<file path="src/rtl/seg7_scan_decoder_if.sv">
// seg7_scan_decoder_if
//   Groups the multiplexed 7-segment bus and the decoder's result signals.
//   master : the display driver side (drives seg_n/an_n, observes results)
//   slave  : the scan decoder (samples seg_n/an_n, drives results)
//
//   seg_n       7   segment lines, active-low, [0]=a .. [6]=g
//   an_n        4   digit anodes, active-low, [0]=ones .. [3]=thousands
//   value       14  last published decimal value
//   value_valid 1   one-cycle pulse on every publish
//   err_flag    1   last published frame contained an E digit
//   frame_bad   1   one-cycle pulse for a frame with an undecodable digit
//   active      1   a digit has been captured recently
interface seg7_scan_decoder_if;
    logic [6:0]  seg_n;
    logic [3:0]  an_n;
    logic [13:0] value;
    logic        value_valid;
    logic        err_flag;
    logic        frame_bad;
    logic        active;

    modport master (
        output seg_n, an_n,
        input  value, value_valid, err_flag, frame_bad, active
    );

    modport slave (
        input  seg_n, an_n,
        output value, value_valid, err_flag, frame_bad, active
    );
endinterface

</file>
<file path="src/rtl/seg7_scan_decoder.sv">
// seg7_scan_decoder
//   Samples a multiplexed active-low 7-segment display bus, decodes each digit,
//   reassembles 4-digit frames and publishes the binary value once the same
//   frame has been seen MATCH_FRAMES times in a row.
//
//   clk    system clock
//   rst_n  asynchronous active-low reset
//   bus    seg7_scan_decoder_if.slave (display bus in, results out)
//
//   Digit capture FSM:
//   state  | meaning
//   -------+----------------------------------------------------------
//   IDLE   | waiting for exactly one anode low
//   SETTLE | counting consecutive identical (an_n, seg_n) samples
//   HOLD   | digit captured, waiting for the anode to change
module seg7_scan_decoder #(
    parameter int SETTLE_CYCLES  = 4,
    parameter int MATCH_FRAMES   = 2,
    parameter int TIMEOUT_CYCLES = 65536
) (
    input  logic               clk,
    input  logic               rst_n,
    seg7_scan_decoder_if.slave bus
);

    localparam int TW = $clog2(TIMEOUT_CYCLES + 1);

    localparam logic [3:0] CODE_E     = 4'd10;
    localparam logic [3:0] CODE_BLANK = 4'd11;
    localparam logic [3:0] CODE_BAD   = 4'd15;

    typedef enum logic [1:0] {
        IDLE   = 2'd0,
        SETTLE = 2'd1,
        HOLD   = 2'd2
    } state_t;

    logic [6:0]       seg_m, seg_s;
    logic [3:0]       an_m, an_s;

    state_t           state;
    logic [3:0]       settle_cnt;
    logic [3:0]       cap_an;
    logic [6:0]       cap_seg;

    logic [3:0][3:0]  slots;
    logic [3:0][3:0]  cand;
    logic [3:0][3:0]  last_pub;
    logic [3:0]       mask;
    logic [2:0]       match_cnt;
    logic             published;
    logic             pub_pend;
    logic [TW-1:0]    to_left;

    logic [13:0]      value_r;
    logic             value_valid_r;
    logic             err_flag_r;
    logic             frame_bad_r;
    logic             active_r;

    logic             is_onehot;
    logic             same_sample;
    logic             cap_now;
    logic [1:0]       cap_idx;
    logic [3:0]       cap_code;
    logic             frame_full;
    logic             any_bad;
    logic             cand_has_e;
    logic [2:0]       match_next;
    logic             timeout_hit;
    logic [13:0]      bin_value;

    function automatic logic [3:0] decode_seg(input logic [6:0] seg_n_v);
        logic [6:0] pat;
        pat = ~seg_n_v;
        case (pat)
            7'h3F:   return 4'd0;
            7'h06:   return 4'd1;
            7'h5B:   return 4'd2;
            7'h4F:   return 4'd3;
            7'h66:   return 4'd4;
            7'h6D:   return 4'd5;
            7'h7D:   return 4'd6;
            7'h07:   return 4'd7;
            7'h7F:   return 4'd8;
            7'h6F:   return 4'd9;
            7'h79:   return CODE_E;
            7'h00:   return CODE_BLANK;
            default: return CODE_BAD;
        endcase
    endfunction

    function automatic logic [1:0] anode_index(input logic [3:0] an_n_v);
        case (an_n_v)
            4'b1101: return 2'd1;
            4'b1011: return 2'd2;
            4'b0111: return 2'd3;
            default: return 2'd0;
        endcase
    endfunction

    // Blank and E contribute nothing to the binary value.
    function automatic logic [13:0] digit_val(input logic [3:0] code);
        return (code < 4'd10) ? {10'd0, code} : 14'd0;
    endfunction

    always_ff @(posedge clk or negedge rst_n) begin
        if (!rst_n) begin
            seg_m <= '0;
            seg_s <= '0;
            an_m  <= '0;
            an_s  <= '0;
        end else begin
            seg_m <= bus.seg_n;
            seg_s <= seg_m;
            an_m  <= bus.an_n;
            an_s  <= an_m;
        end
    end

    assign is_onehot   = $onehot(~an_s);
    assign same_sample = (an_s == cap_an) && (seg_s == cap_seg);
    assign cap_idx     = anode_index(an_s);
    assign cap_code    = decode_seg(seg_s);

    // With SETTLE_CYCLES=1 the first one-hot sample is already enough.
    always_comb begin
        cap_now = 1'b0;
        case (state)
            IDLE:    cap_now = is_onehot && (SETTLE_CYCLES == 1);
            SETTLE:  cap_now = same_sample && ((settle_cnt + 4'd1) == 4'(SETTLE_CYCLES));
            default: cap_now = 1'b0;
        endcase
    end

    always_ff @(posedge clk or negedge rst_n) begin
        if (!rst_n) begin
            state      <= IDLE;
            settle_cnt <= '0;
            cap_an     <= '0;
            cap_seg    <= '0;
        end else begin
            case (state)
                IDLE: begin
                    if (is_onehot) begin
                        cap_an     <= an_s;
                        cap_seg    <= seg_s;
                        settle_cnt <= 4'd1;
                        state      <= cap_now ? HOLD : SETTLE;
                    end
                end
                SETTLE: begin
                    if (same_sample) begin
                        settle_cnt <= settle_cnt + 4'd1;
                        if (cap_now) state <= HOLD;
                    end else if (is_onehot) begin
                        cap_an     <= an_s;
                        cap_seg    <= seg_s;
                        settle_cnt <= 4'd1;
                    end else begin
                        state <= IDLE;
                    end
                end
                HOLD: begin
                    if (an_s != cap_an) state <= IDLE;
                end
                default: state <= IDLE;
            endcase
        end
    end

    assign frame_full  = (mask == 4'hF);
    assign timeout_hit = !cap_now && (to_left == TW'(1));

    always_comb begin
        any_bad    = 1'b0;
        cand_has_e = 1'b0;
        for (int i = 0; i < 4; i++) begin
            if (slots[i] == CODE_BAD) any_bad = 1'b1;
            if (cand[i] == CODE_E)    cand_has_e = 1'b1;
        end
    end

    always_comb begin
        match_next = 3'd1;
        if (slots == cand) begin
            match_next = (match_cnt == 3'(MATCH_FRAMES)) ? match_cnt : match_cnt + 3'd1;
        end
    end

    assign bin_value = digit_val(cand[3]) * 14'd1000 + digit_val(cand[2]) * 14'd100
                     + digit_val(cand[1]) * 14'd10   + digit_val(cand[0]);

    always_ff @(posedge clk or negedge rst_n) begin
        if (!rst_n) begin
            slots         <= '0;
            cand          <= '0;
            last_pub      <= '0;
            mask          <= '0;
            match_cnt     <= '0;
            published     <= 1'b0;
            pub_pend      <= 1'b0;
            to_left       <= TW'(TIMEOUT_CYCLES);
            value_r       <= '0;
            value_valid_r <= 1'b0;
            err_flag_r    <= 1'b0;
            frame_bad_r   <= 1'b0;
            active_r      <= 1'b0;
        end else begin
            value_valid_r <= 1'b0;
            frame_bad_r   <= 1'b0;
            pub_pend      <= 1'b0;

            // Inactivity timer: reloads on capture, counts down otherwise.
            if (cap_now) begin
                slots[cap_idx] <= cap_code;
                to_left        <= TW'(TIMEOUT_CYCLES);
                active_r       <= 1'b1;
            end else if (to_left != '0) begin
                to_left <= to_left - TW'(1);
            end

            if (timeout_hit) begin
                active_r  <= 1'b0;
                mask      <= '0;
                match_cnt <= '0;
                published <= 1'b0;
            end else begin
                mask <= (frame_full ? 4'b0000 : mask) | (cap_now ? ~an_s : 4'b0000);
                if (frame_full) begin
                    if (any_bad) begin
                        frame_bad_r <= 1'b1;
                        match_cnt   <= '0;
                    end else begin
                        cand      <= slots;
                        match_cnt <= match_next;
                        if ((match_next == 3'(MATCH_FRAMES)) && (!published || (slots != last_pub))) begin
                            pub_pend  <= 1'b1;
                            published <= 1'b1;
                            last_pub  <= slots;
                        end
                    end
                end
            end

            // Conversion stage: cand already holds the frame being published.
            if (pub_pend) begin
                value_valid_r <= 1'b1;
                if (cand_has_e) begin
                    err_flag_r <= 1'b1;
                end else begin
                    err_flag_r <= 1'b0;
                    value_r    <= bin_value;
                end
            end
        end
    end

    assign bus.value       = value_r;
    assign bus.value_valid = value_valid_r;
    assign bus.err_flag    = err_flag_r;
    assign bus.frame_bad   = frame_bad_r;
    assign bus.active      = active_r;

endmodule

</file>
<file path="src/flat_wrapper.sv">
// flat-port wrapper written by rule: the top's interface ports become plain ports
module seg7_scan_decoder_flat 
#(
    parameter int SETTLE_CYCLES  = 4,
    parameter int MATCH_FRAMES   = 2,
    parameter int TIMEOUT_CYCLES = 65536
)
  (clk, rst_n, bus_seg_n, bus_an_n, bus_value, bus_value_valid, bus_err_flag, bus_frame_bad, bus_active);
  seg7_scan_decoder_if bus_i ();
  input  logic clk;
  input  logic rst_n;
  input wire logic [$bits(bus_i.seg_n)-1:0] bus_seg_n;
  input wire logic [$bits(bus_i.an_n)-1:0] bus_an_n;
  output wire logic [$bits(bus_i.value)-1:0] bus_value;
  output wire logic [$bits(bus_i.value_valid)-1:0] bus_value_valid;
  output wire logic [$bits(bus_i.err_flag)-1:0] bus_err_flag;
  output wire logic [$bits(bus_i.frame_bad)-1:0] bus_frame_bad;
  output wire logic [$bits(bus_i.active)-1:0] bus_active;
  assign bus_i.seg_n = bus_seg_n;
  assign bus_i.an_n = bus_an_n;
  assign bus_value = bus_i.value;
  assign bus_value_valid = bus_i.value_valid;
  assign bus_err_flag = bus_i.err_flag;
  assign bus_frame_bad = bus_i.frame_bad;
  assign bus_active = bus_i.active;
  seg7_scan_decoder #(.SETTLE_CYCLES(SETTLE_CYCLES), .MATCH_FRAMES(MATCH_FRAMES), .TIMEOUT_CYCLES(TIMEOUT_CYCLES)) u_core (.clk(clk), .rst_n(rst_n), .bus(bus_i));
endmodule
</file>
<file path="config.mk">
export PLATFORM = sky130hd
export DESIGN_NAME = seg7_scan_decoder_flat
export DESIGN_NICKNAME = d
export VERILOG_FILES = /design/src/rtl/seg7_scan_decoder_if.sv /design/src/rtl/seg7_scan_decoder.sv /design/src/flat_wrapper.sv
export SDC_FILE = /design/constraint.sdc
export NUM_CORES = 1
export LEC_CHECK = 0
export CAP_MARGIN = 20
export CORE_MARGIN = 2
export CORE_UTILIZATION = 35
export DETAILED_ROUTE_END_ITERATION = 6
export PLACE_DENSITY_LB_ADDON = 0.1
export SYNTH_ARGS = -nofsm -noshare
export SYNTH_HDL_FRONTEND = slang
export SYNTH_SLANG_ARGS = --single-unit
export TNS_END_PERCENT = 50
</file>
<file path="constraint.sdc">
create_clock -name clk -period 8.9 [get_ports clk]
set_input_delay 1.335 -clock clk [delete_from_list [all_inputs] [get_ports clk]]
set_output_delay 1.335 -clock clk [all_outputs]
set_load 0.01 [all_outputs]
</file>
==> metrics <==
outcome complete, no violations; crit-path max FO 10; Worst slew margin 0.4785; routed vias/inst 4.995; Yosys reg bits 131; RSZ-0062 raised after global routing false; switch share 0.2730; commonest non-fill, non-tap cell in the layout dfrtp_1; Syn Std Cell Area 0.007898 mm²; register share of total power 0.435; CTS tree yes; Combinational Power Share 0.118; H-Tree Depth 4; Die Ht 154.2 µm; Min-Delay Startpoint u_core.seg_m[4]; Vias 5275; Pwr Density 182.1 mW/mm²; Post-synth EDFFs 0; vias in the first global route 5433; input/output buffers 30; max-cap viol count 0; Slew Viols, Final 0; GRT Residual Overflow 0; Ant. Diodes 0; Synth Area per Inst 10.79 µm²; clk buf depth 2; final setup fails 0; drt wl/cell 15.23 µm; hpwl dp 12090 µm; fill count 2076; worst stage delay on the critical path 0.54 ns; Nets 855; r2r setup slk 3.93 ns; Slew @ Worst Pin 0.7713 ns; num ports 31; Critical R2R Launch u_core.cand[14]; type of origin of the critical path register; CTS-repair resized insts 0; Setup crit end u_core.bus.value[13]; largest net degree at the start of global routing 78; post-route DRC violation count 0; final worst-path cycle share 0.5590; CP Data Arrival Time 5.27 ns; drt first pass iters 4; post-route ant nets 0; CP startpoint u_core.cand[14]; Die Footprint 0.02378 mm²; die width 154.2 µm; initial core utilization 0.3597; most frequent cells in the layout dfrtp_1 (130), ha_1 (64), nand2_1 (60), inv_1 (47), o21ai_0 (42); type of the tightest min-delay check reg2reg; Clock power frac 0.447; Syn Inst Count 732; Critical Path End Type register; clock root buffer clkbuf_16; share of the synthesized area in the top cell type 0.4119; first-pass GRT wire length 27510 µm; layout cell share with drive strength beyond 1 0.1340; CTS Buf Count 17; post-CTS setup buffers 0; initial antenna violation count 0; Final Skew 0.01747 ns; fmax 0.2010 GHz; Worst path depth 20; VDD IR-drop max 0.1069 mV; worst skew pair latency 0.42 ns; Async SR Flop Fraction 1.000; Top delay family on crit path adder cells; minimum clock period after layout 4.975 ns; reg2reg end u_core.bus.value[13]; setup tns final 0 ns; ranking of synthesized cells by area dfrtp_1 (41%), ha_1 (10%), xnor2_1 (4.5%); Crit-path slowest cell fa_1; syn_nets 824; worst endpoint required time 9.20 ns; Post-synth top flop dfrtp_1; core area 0.02196 mm²; most frequent CP cell ha_1; Ys Warns 0; leak pwr 4.436 nW; Cells after DPL 1022; P_sw 0.4528 mW; crit path cell chain nor2b_1 -> or2_2 -> ha_1 -> inv_1 -> fa_1 -> inv_1 -> ha_1 -> nor2b_1 -> o21ai_0 -> nand2b_1 -> xnor2_1 -> ha_1 -> ha_1 -> ha_1 -> a21o_1 -> nor3_1 -> a221oi_1 -> o22ai_1 -> xnor3_1 -> o21ai_1; Reg2Reg Depth 20; drt initial violations 309; area leader, netlist dfrtp_1; routability cong. 0.7609; CTS Sinks 131; Bufs and invs on worst path 2; area delta synth->final 15.35%; clock-pin slew on the worst setup and hold paths 0.06 ns; row count 54; Post-Layout Cell Count 1056; post-synthesis sequential area ratio 0.4152; WL final 16080 µm; post-synthesis cell type count 72; Crit Path Category reg2reg; gr usage total 0.1442; Post-CTS Hold Buffers 0; Internal Pwr Total 1.206 mW; Final Hold Vio Count 0
state kept, by name, summed over array words and instances (netlist names), 7 cells and up:
name / count
u_core.slots: 16
u_core.last_pub: 16
u_core.cap_seg: 7
u_core.seg_s: 7
u_core.cand: 16
u_core.seg_m: 7
u_core.to_left: 17
u_core.bus.value: 14
cells by family (layout without fill, tap and decap cells):
logic type                 Yosys count  after routing  synth area share
and+or+nand+nor                    220            220            0.1553
muxes                               51             51           0.08191
adders and majority gates           79             79            0.1394
xor gates and xnor gates            74             74           0.08761
DFF                                131            131            0.4152
other                                1              1         0.0004748
buffers and inverters               69            113           0.03723
AOI/OAI and AO/OA                  107            107           0.08286
power by group through the flow:
stage / registers, mW / logic (mW) / clock network (mW)
after floorplan: 0.716 / 0.155 / 0
after global placement: 0.730 / 0.189 / 0
after detailed placement: 0.732 / 0.197 / 0
after CTS: 0.721 / 0.198 / 0.760
after global routing: 0.732 / 0.223 / 0.792
final: 0.721 / 0.196 / 0.741
stage by stage:
stage	hold WS, ns	power [mW]	setup WS (ns)	instance area (µm²)	util
6_report	0.3487	1.659	3.925	9110	0.4149
4_1_cts	0.3510	1.680	3.906	9071	0.4131
3_3_place_gp	0.3332	0.9193	4.055	8452	0.3849
3_5_place_dp	0.3355	0.9292	3.904	8452	0.3849
2_1_floorplan	0.3312	0.8712	4.182	7898	-
5_1_grt	0.3554	1.746	3.615	9110	0.4149
Yosys cell counts, drive strengths merged, types with 6 or more instances:
cell,number
nand2b,12
fa,15
nor2,42
inv,47
a21o,9
nand3,12
ha,64
nor2b,14
xor2,28
nand2,61
a21oi,20
o21a,6
nor3b,8
nor4,11
dfrtp,130
mux2,49
nand4,18
buf,11
xnor2,45
clkbuf,11
o21ai,43
nor3,10
worst min-delay path by stage:
| stage | end | slack [ns] | depth (start not counted) |
|---|---|---|---|
| 5_1_grt | u_core.an_s[1] | 0.36 | 0 |
| 4_1_cts | u_core.seg_s[4] | 0.35 | 0 |
| 3_5_place_dp | u_core.an_s[2] | 0.34 | 0 |
| 2_1_floorplan | u_core.an_s[0] | 0.33 | 0 |
| 6_report | u_core.seg_s[4] | 0.35 | 0 |
| 3_3_place_gp | u_core.seg_s[1] | 0.33 | 0 |
cell type report:
class / count / area, µm² / area share
multi-input combinational: 532 / 4329 / 0.4752
sequential: 131 / 3279 / 0.3600
inverter: 47 / 176.4 / 0.01937
clock buffer: 18 / 429.2 / 0.04711
timing repair buffer: 34 / 355.3 / 0.03901
clock inverter: 14 / 190.2 / 0.02088
tap: 280 / 350.3 / 0.03846
metal layers:
layer | track usage | part of all wire | vias to the layer above
met2 | 0.2347 | 0.49 | 42
met4 | 0.04183 | 0.0095 | 0
met1 | 0.1947 | 0.48 | 2609
met5 | 0 | 0 | -
li1 | - | - | 2611
met3 | 0.03026 | 0.018 | 13
No activity file was read; power rests on OpenSTA's default activity.
==> variant 1 (same flow settings) <==
`TIMEOUT_CYCLES` is set to 65536 in 2 places; all go to 131072.
--- a/src/rtl/seg7_scan_decoder.sv
+++ b/src/rtl/seg7_scan_decoder.sv
@@ -16,7 +16,7 @@
 module seg7_scan_decoder #(
     parameter int SETTLE_CYCLES  = 4,
     parameter int MATCH_FRAMES   = 2,
-    parameter int TIMEOUT_CYCLES = 65536
+    parameter int TIMEOUT_CYCLES = 131072
 ) (
     input  logic               clk,
     input  logic               rst_n,
--- a/src/flat_wrapper.sv
+++ b/src/flat_wrapper.sv
@@ -3,7 +3,7 @@
 #(
     parameter int SETTLE_CYCLES  = 4,
     parameter int MATCH_FRAMES   = 2,
-    parameter int TIMEOUT_CYCLES = 65536
+    parameter int TIMEOUT_CYCLES = 131072
 )
   (clk, rst_n, bus_seg_n, bus_an_n, bus_value, bus_value_valid, bus_err_flag, bus_frame_bad, bus_active);
   seg7_scan_decoder_if bus_i ();
Check against the original RTL: same outputs for any inputs over 10 cycles, from zero or initial values and one cycle with rst_n low; that may be too few to reach the edited logic, so the function may still have changed.
==> variant 1 against the original RTL <==
  * First-iteration DRC count down 31%
  * Design area down 0.15%
  * Critical path depth did not move
  * Die area increased by 0.54%
  * Wire length decreased by 0.65%
  * Sequential cell count rose by 1
  * Synthesized area is 0.55% higher
  * Sequential share of layout area rose by 0.33 points
  * Worst setup slack worse by 180 ps
  * Total power is essentially flat
  * Critical path type unchanged
  * Critical endpoint unchanged
  * Largest power group is now sequential cells
==> variant 1: results (changes against the original RTL) <==
metric,value,unit,change
Slew @ Worst Pin,910,ps,+139 ps
non-clk buf share,3.62,%,-0.28 points
Syn Inst Count,741,,+1.2%
clock buffer count,19,,+1
NumNets Final,862,,+0.82%
met3 usage,2.83,%,-0.20 points
sequential share of power,44.5,%,+1.0 points
proportion of synthesized area in mux cells,8.84,%,+0.65 points
Multi-Input Combinational,543,,+2.1%
met1 Usage GRT,18.5,%,-1.0 points
fillcell total,2165,,+4.3%
Final Util,40.5,%,-0.94 points
ClkCell Share,6.26,%,-0.54 points
hpwl dp,11800,um,-2.1%
Comb power,0.250,mW,+28%
status,finished clean,,
"non-filler cells, final",1068,,+1.1%
syn_nets,833,,+1.1%
"Distinct cells, synth",69,,-4.2%
register area,0.00330,mm^2,+0.76%
largest net degree at the start of global routing,70,,-10%
Post-Route WL,16000,um,-0.65%
Compound-Gate Fraction of Synth Area,7.56,%,-0.72 points
met3 WL post-DR,304,um,+2.4%
maximum vdd drop,0.116,mV,+8.2%
"Seq/Total Area, Yosys",41.6,%,+0.086 points
met2 Track Usage GR,24.6,%,+1.1 points
xor-xnor portion of the synthesized cell area,8.49,%,-0.27 points
global-route wire length before repair,27600,um,+0.28%
"Arr. time, crit path",5500,ps,+230 ps
multi-input combinational area share,48.1,%,+0.62 points
Synth area leaders,"dfrtp_1 (41%), ha_1 (10%), mux2_2 (5.0%), xnor2_1 (4.4%), xor2_1 (4.1%)",,
GRT Resource Usage Total,14.3,%,-0.092 points
P_leak,4.44,nW,+0.17%
WL met2,7850,um,-0.48%
num sequential,132,,+0.76%
pre-CTS setup slack,3740,ps,-166 ps
vias in the first global route,5588,,+2.9%
clock power share,40.4,%,-4.3 points
CP Max Fanout,9,,-1
final clock skew,9.97,ps,-7.50 ps
Iter 0 DRT Violations,214,,-31%
[variant 1: cell types whose count changed after synthesis, moves of 17 or more]
cell | before | now
nand2_1 | 60 | 43
mux2_1 | 3 | 22
mux2_4 | 20 | 0
nor2_1 | 41 | 58
[variant 1: through the flow]
| step | hold WS [ps] | area [um^2] |
|---|---|---|
| finish | 345 | 9100 |
| floorplan | 331 | 7940 |
| global route | 360 | 9100 |
| global placement | 331 | 8520 |
| CTS | 345 | 9100 |
| detailed placement | 335 | 8530 |
[variant 1: path summary, 6_finish.rpt]
check	from	end	slack [ps]	depth (start not counted)
worst min-delay path	u_core.seg_m[6]	u_core.seg_s[6]	340	0
max in group asynchronous	rst_n	u_core.to_left[1]	6670	2
worst max register to register	u_core.cand[13]	u_core.bus.value[13]	3750	20
worst min register to register	u_core.seg_m[6]	u_core.seg_s[6]	340	0
worst max-delay path	u_core.cand[13]	u_core.bus.value[13]	3750	20
min in group asynchronous	rst_n	u_core.seg_s[6]	890	1
==> variant 2 (config.mk and constraints unchanged) <==
Made on the original files. Make the reset (`rst_n`) synchronous in 3 clocked blocks. Comments in the files are not updated.
--- a/src/rtl/seg7_scan_decoder.sv
+++ b/src/rtl/seg7_scan_decoder.sv
@@ -104,7 +104,7 @@
         return (code < 4'd10) ? {10'd0, code} : 14'd0;
     endfunction
 
-    always_ff @(posedge clk or negedge rst_n) begin
+    always_ff @(posedge clk) begin
         if (!rst_n) begin
             seg_m <= '0;
             seg_s <= '0;
@@ -133,7 +133,7 @@
         endcase
     end
 
-    always_ff @(posedge clk or negedge rst_n) begin
+    always_ff @(posedge clk) begin
         if (!rst_n) begin
             state      <= IDLE;
             settle_cnt <= '0;
@@ -191,7 +191,7 @@
     assign bin_value = digit_val(cand[3]) * 14'd1000 + digit_val(cand[2]) * 14'd100
                      + digit_val(cand[1]) * 14'd10   + digit_val(cand[0]);
 
-    always_ff @(posedge clk or negedge rst_n) begin
+    always_ff @(posedge clk) begin
         if (!rst_n) begin
             slots         <= '0;
             cand          <= '0;
Function: differs if rst_n is asserted again (counterexample within 10 cycles, from zero or initial values and one cycle with rst_n low); with rst_n held inactive, the same outputs for 10 cycles.
==> variant 2 against the original RTL <==
  * Core utilization fell by 0.87 points
  * Sequential cell count unchanged
  * Count of clock-buffer cells in the layout stayed put
  * Design area shrank 2.4%
  * Fmax decreased by 2.0%
  * Worst setup slack got worse by 100 ps
  * Largest power group unchanged
  * Total power is 5.6% lower
  * Synthesized area down 0.70%
  * Largest cell class unchanged
  * Wire length rose by 7.9%
==> variant 2: results (changes against the original RTL) <==
metric,value,unit,change
status,finished clean,,
Post-Route WL,17400,um,+7.9%
r2r setup slk,3820,ps,-100 ps
GPL Wtd Cong,0.771,,+1.3%
"non-filler cells, final",1153,,+9.2%
Avg Inst Size Synth,9.25,um^2,-14%
Post-synth top cells,"dfxtp_1 (131), nor2_1 (94), ha_1 (65)",,
hpwl dp,12700,um,+4.9%
"Distinct cells, synth",71,,-1.4%
Synth area leaders,"dfxtp_1 (33%), ha_1 (10%), mux2i_1 (5.1%), nor2_1 (4.5%), xnor2_1 (4.1%)",,
vias in the first global route,5898,,+8.6%
WL met2,8280,um,+5.0%
Vias/cell,5.12,,+2.5%
"Arr. time, crit path",5430,ps,+160 ps
largest net degree at the start of global routing,72,,-7.7%
global-route wire length before repair,29200,um,+6.2%
buffers added on ports,30,,unchanged
syn_nets,942,,+14%
"FFs w/ async S/R, synth",0,%,-100 points
Final Hold Slack,433,ps,+84.0 ps
Iter 0 DRT Violations,380,,+23%
DR pass1 iterations,4,,unchanged
NumNets Final,954,,+12%
final clock skew,9.03,ps,-8.44 ps
Inst Count DP,1120,,+9.6%
"Seq/Total Area, Yosys",33.4,%,-8.1 points
Rel. slew slack,36.1,%,-12 points
"Cell Area, Placed",0.00827,mm^2,-2.1%
share of cells above drive strength 1,8.59,%,-4.8 points
slowest CP cell,nor3b_1,,
M1 wire length,8210,um,+6.0%
-- variant 2: final cells by class --
cell class                 instances  area (um^2)
tap                              280          350
sequential                       131         2620
clock inverter                    14          178
multi-input combinational        632         4810
inverter                          43          161
timing repair buffer              35          345
fill                            2191        13000
clock buffer                      18          429
-- variant 2: worst paths after layout --
check / startpoint / to / cells after the start
setup / recovery: u_core.cand[15] / u_core.bus.value[13] / 19
hold / removal: u_core.seg_m[2] / u_core.seg_s[2] / 1
setup reg to reg: u_core.cand[15] / u_core.bus.value[13] / 19
hold reg to reg: u_core.seg_m[2] / u_core.seg_s[2] / 1
-- variant 2: kinds of logic after synthesis --
kind of cell	count (synthesis)	synth area share [%]
buffers and inverters	85	5.36
AND/OR/NAND/NOR	298	21.4
XOR/XNOR	74	8.44
flip-flops	131	33.4
multiplexers	41	5.25
adder cells (fa/ha/maj)	81	14.5
AO/OA/AOI/OAI	138	11.6
-- variant 2: report_power, final --
part | switching, mW | internal [mW]
sequential | 0.0365 | 0.621
combinational | 0.109 | 0.0834
clock | 0.273 | 0.444
-- variant 2: metal layers --
| metal | vias to the layer above | global-route usage [%] |
|---|---|---|
| met1 | 2817 | 19.3 |
| met5 | - | 0 |
| met3 | 24 | 3.13 |
| li1 | 2959 | - |
| met2 | 102 | 25.6 |
| met4 | 0 | 4.98 |
-- variant 2: metrics by stage --
step / setup slack, ps / util (%)
floorplan: 4260 / -
global placement: 4000 / 37.8
detailed placement: 3790 / 37.8
CTS: 3780 / 40.6
global route: 3420 / 40.6
finish: 3820 / 40.6
